[config.mk]
export PLATFORM = sky130hd
export DESIGN_NAME = clint_timer
export DESIGN_NICKNAME = d
export VERILOG_FILES = /design/src/rtl/clint_timer.sv
export SDC_FILE = /design/constraint.sdc
export NUM_CORES = 1
export LEC_CHECK = 0
export CAP_MARGIN = 25
export CORE_MARGIN = 5
export CORE_UTILIZATION = 40
export DETAILED_ROUTE_END_ITERATION = 6
export SYNTH_ARGS = -nofsm -noshare
export SYNTH_HDL_FRONTEND = slang
export SYNTH_SLANG_ARGS = --single-unit
export TNS_END_PERCENT = 100
[constraint.sdc]
create_clock -name clk -period 7.15 [get_ports clk]
set_input_delay 1.7875 -clock clk [delete_from_list [all_inputs] [get_ports clk]]
set_output_delay 1.7875 -clock clk [all_outputs]
set_load 0.02 [all_outputs]
[src/rtl/clint_timer.sv]
// Core-local interruptor: prescaled 64-bit mtime, mtimecmp and msip
// on a single-outstanding register bus, feeding MTIP/MSIP.
module clint_timer #(
    parameter int unsigned PRESCALE = 1
) (
    input  logic        clk,
    input  logic        reset,
    input  logic        req_valid,
    output logic        req_ready,
    input  logic        req_we,
    input  logic [15:0] req_addr,
    input  logic [31:0] req_wdata,
    output logic        resp_valid,
    output logic [31:0] resp_rdata,
    output logic        resp_err,
    output logic        timer_int,
    output logic        sw_int
);

    localparam logic [15:0] PMAX = 16'(PRESCALE - 1);

    logic [63:0] mtime;
    logic [63:0] mtimecmp;
    logic [15:0] pcnt;
    logic        msip;

    logic        accept;
    logic        wr;
    logic        sel_msip;
    logic        sel_cmp_lo;
    logic        sel_cmp_hi;
    logic        sel_time_lo;
    logic        sel_time_hi;
    logic        hit;
    logic [31:0] rdata_mux;

    assign req_ready = !resp_valid;
    assign accept    = req_valid && req_ready;
    assign wr        = accept && req_we;

    // misaligned offsets never equal a mapped word address
    assign sel_msip    = req_addr == 16'h0000;
    assign sel_cmp_lo  = req_addr == 16'h4000;
    assign sel_cmp_hi  = req_addr == 16'h4004;
    assign sel_time_lo = req_addr == 16'hBFF8;
    assign sel_time_hi = req_addr == 16'hBFFC;
    assign hit = sel_msip | sel_cmp_lo | sel_cmp_hi
               | sel_time_lo | sel_time_hi;

    always_comb begin
        rdata_mux = '0;
        unique case (1'b1)
            sel_msip:    rdata_mux = {31'd0, msip};
            sel_cmp_lo:  rdata_mux = mtimecmp[31:0];
            sel_cmp_hi:  rdata_mux = mtimecmp[63:32];
            sel_time_lo: rdata_mux = mtime[31:0];
            sel_time_hi: rdata_mux = mtime[63:32];
            default:     rdata_mux = '0;
        endcase
    end

    always_ff @(posedge clk or posedge reset) begin
        if (reset) begin
            resp_valid <= 1'b0;
            resp_err   <= 1'b0;
            resp_rdata <= '0;
        end else begin
            resp_valid <= accept;
            resp_err   <= accept && !hit;
            resp_rdata <= (accept && !req_we) ? rdata_mux : 32'd0;
        end
    end

    // a bus write to either half overrides the prescaler tick
    always_ff @(posedge clk or posedge reset) begin
        if (reset) begin
            mtime <= '0;
            pcnt  <= '0;
        end else if (wr && sel_time_lo) begin
            mtime[31:0] <= req_wdata;
            pcnt        <= '0;
        end else if (wr && sel_time_hi) begin
            mtime[63:32] <= req_wdata;
            pcnt         <= '0;
        end else if (pcnt == PMAX) begin
            mtime <= mtime + 64'd1;
            pcnt  <= '0;
        end else begin
            pcnt <= pcnt + 16'd1;
        end
    end

    always_ff @(posedge clk or posedge reset) begin
        if (reset) begin
            mtimecmp <= '1;
            msip     <= 1'b0;
        end else begin
            if (wr && sel_cmp_lo) mtimecmp[31:0]  <= req_wdata;
            if (wr && sel_cmp_hi) mtimecmp[63:32] <= req_wdata;
            if (wr && sel_msip)   msip            <= req_wdata[0];
        end
    end

    always_ff @(posedge clk or posedge reset) begin
        if (reset) begin
            timer_int <= 1'b0;
            sw_int    <= 1'b0;
        end else begin
            timer_int <= mtime >= mtimecmp;
            sw_int    <= msip;
        end
    end

endmodule

==> metrics.cfg <==
[route]
drc=0
vias=9158
firstDrtPassIters=5
viasPerCell=5.87
wl_per_cell_um=20.9
final_antenna_net_count=0
wl_um=32600
drt_iter0_drc=816

[synthesis]
synth_most_common_cell=nand2_1
yosys.area.top_type=dfrtp_1
synth_fp_nets=1267
synth-async-reset-ratio_pct=100
ys_seq_elements=181
synth_top_area_share_pct=27.5
synth-seq-area-share_pct=43.3
synth_area_mm2=0.0107
ys.flop_type=dfrtp_1
ys_types=65
avgSynthCellArea_um2=9.28
synth_edf_count=0
yosys-top-cells-area=dfrtp_1 27%, dfstp_2 16%, ha_1 7.9%
synth_warnings=0
synth_commonest_cells=129 x nand2_1, 117 x dfrtp_1, 98 x nor2_1
syn_inst=1148

[floorplan]
dieArea_mm2=0.0300
die_h_um=173
num_rows=59
core_mm2=0.0261
initial_core_util_pct=40.8
fp.dieW_um=173
io_pins=89

[final_layout]
drive_above_1_share_pct=13.8
final_cells=1561
final_util_pct=47.9
area_delta_synth_final_pct=17.4
nNetsFinal=1332
num_antenna_cells=0

[clock_tree]
cts.sinks=181
cts_tree=built
cts_resized=0
cts_buffers=17
h-tree-depth=4
cts_buffer_depth=2
cts_root_buffer=clkbuf_16
clk_pin_slew_ps=70
cts_setup_buffers=0
holdBufCountCts=0
worstSkewPairLatency_ps=440

[worst_setup_path]
worstPathArrival_ps=5360
startpoint_type=input port
cpPeakStageDelay_ps=830
path_buf_inv=2
cp_top_family=simple AND/OR/NAND/NOR gates
required_ps=7510
path_cells=clkdlybuf4s50_1 -> nor4_1 -> and4_1 -> and3_1 -> nand2_1 -> buf_4 -> mux2_2
crit_type=in -> reg
crit_path_end_kind=flip-flop
critical_path_depth=7
reg2reg_depth=6
path_max_fanout=18
critical-path-slowest-cell=and3_1

[status]
status=completed

[timing]
setup_tns_ps=0
fmax_mhz=200
relSlewSlack_pct=32.3
setup_viol=0
fin_worst_skew_ps=16.0
rsz0062_at_grt=false
period_needed_ps=5000
final_max_slew_viol_count=0
timing.final.crit_share_pct=69.9
hold_viol=0
worst_pin_slew_ps=1010

[place]
dpl.cell_count=1528
io_buffers=88
dp_hpwl_um=22800
globalplace.congestion=0.874

[power]
leakage_nw=5.28
peakVddDrop_uv=138
p_per_area_mw_per_mm2=171

[global_routing]
grt-ovfl-total=0
grtUsageTotal_pct=21.8
grt_max_degree=131
grt_first_pass_wirelength_um=52000
antenna_found_initial=1
grt_pass1_vias=8942

[min_path]
hold_depth=0
worstHoldPathType=reg -> reg

[flow_run]
cap_violations=0

-- placed cells by master (no fill, tap or decap), types with 3 or more instances in the layout --
cell type	count
nand4_1	46
a21o_1	7
a21oi_1	49
nor3_1	15
o22a_1	7
nor4_1	9
and4_1	11
ha_1	67
a32oi_1	17
mux2_2	35
nand2_1	129
a31oi_1	7
clkdlybuf4s50_1	87
a211oi_1	4
and3_1	23
buf_4	19
o21ai_0	90
a2bb2oi_1	12
nand3_1	44
o22ai_1	11
dfrtp_1	117
a311oi_1	4
xor2_1	37
xnor2_1	7
a221oi_1	18
dfstp_2	64
nor4_4	3
inv_1	73
o21ai_1	3
o21a_1	3
clkinv_4	4
nand2b_1	3
clkinvlp_4	3
or4_1	3
nor3b_1	3
nor2_1	98
clkbuf_16	17
and2_1	10
a222oi_1	15
-- final timing paths --
path / slack [ps] / from / endpoint
max in group asynchronous: 3970 / reset / mtime[37]$_DFFE_PP0P_
hold / removal: 410 / msip$_DFFE_PP0P_ / sw_int$_DFF_PP0_
hold reg to reg: 410 / msip$_DFFE_PP0P_ / sw_int$_DFF_PP0_
setup reg to reg: 3810 / mtimecmp[30]$_DFFE_PP1P_ / timer_int$_DFF_PP0_
setup / recovery: 2150 / req_addr[4] / mtimecmp[63]$_DFFE_PP1P_
min in group asynchronous: 1900 / reset / pcnt[9]$_DFF_PP0_
-- per-stage QoR --
stage	hold slack, ps	total power [mW]	cell area, um2	setup WS, ps
after global routing	417	2.21	12500	1990
after CTS	407	2.16	12500	2230
after detailed placement	391	1.17	11900	1770
after global placement	397	1.17	11900	1810
final	411	2.13	12500	2150
after floorplan	368	1.10	10700	553
-- sequential cells by signal, summed over array words and instances (netlist names) --
signal and count:
resp_rdata 32, mtimecmp 64, mtime 64, resp_err 1, timer_int 1, resp_valid 1
msip 1, sw_int 1, pcnt 16
-- layout make-up --
class                   instances  area, um2
clock buffers                  20        457
clock inverters                12        146
fillers                      2554      13600
inverters                      74        285
multi-input cells             830       5540
flip-flops and latches        181       4610
well taps                     335        419
repair buffers                109       1050
-- routing by layer --
metal / global-route usage [%] / wire [um] / up-vias / part of all wire (%)
met4: 5.82 / 708 / 2 / 2.2
met3: 3.97 / 1790 / 37 / 5.5
met1: 30.7 / 14900 / 4536 / 46
met2: 34.7 / 15200 / 267 / 47
li1: - / - / 4316 / -
met5: 0 / 7 / - / 0.021
-- cells by family after synthesis --
| group | count (synthesis) | share of synthesized area, % |
|---|---|---|
| adder cells (fa/ha/maj) | 67 | 7.87 |
| XOR/XNOR | 44 | 3.62 |
| AO/OA/AOI/OAI | 271 | 17.0 |
| buffers and inverters | 137 | 5.09 |
| AND/OR/NAND/NOR | 412 | 19.4 |
| flip-flops | 181 | 43.3 |
| multiplexers | 36 | 3.79 |
-- power breakdown --
part	leakage [nW]	switching, mW	internal, mW
registers	2.23	0.0155	1.03
logic	2.76	0.0628	0.0403
clock network	0.285	0.440	0.541
Power figures use the tool's default switching activity.
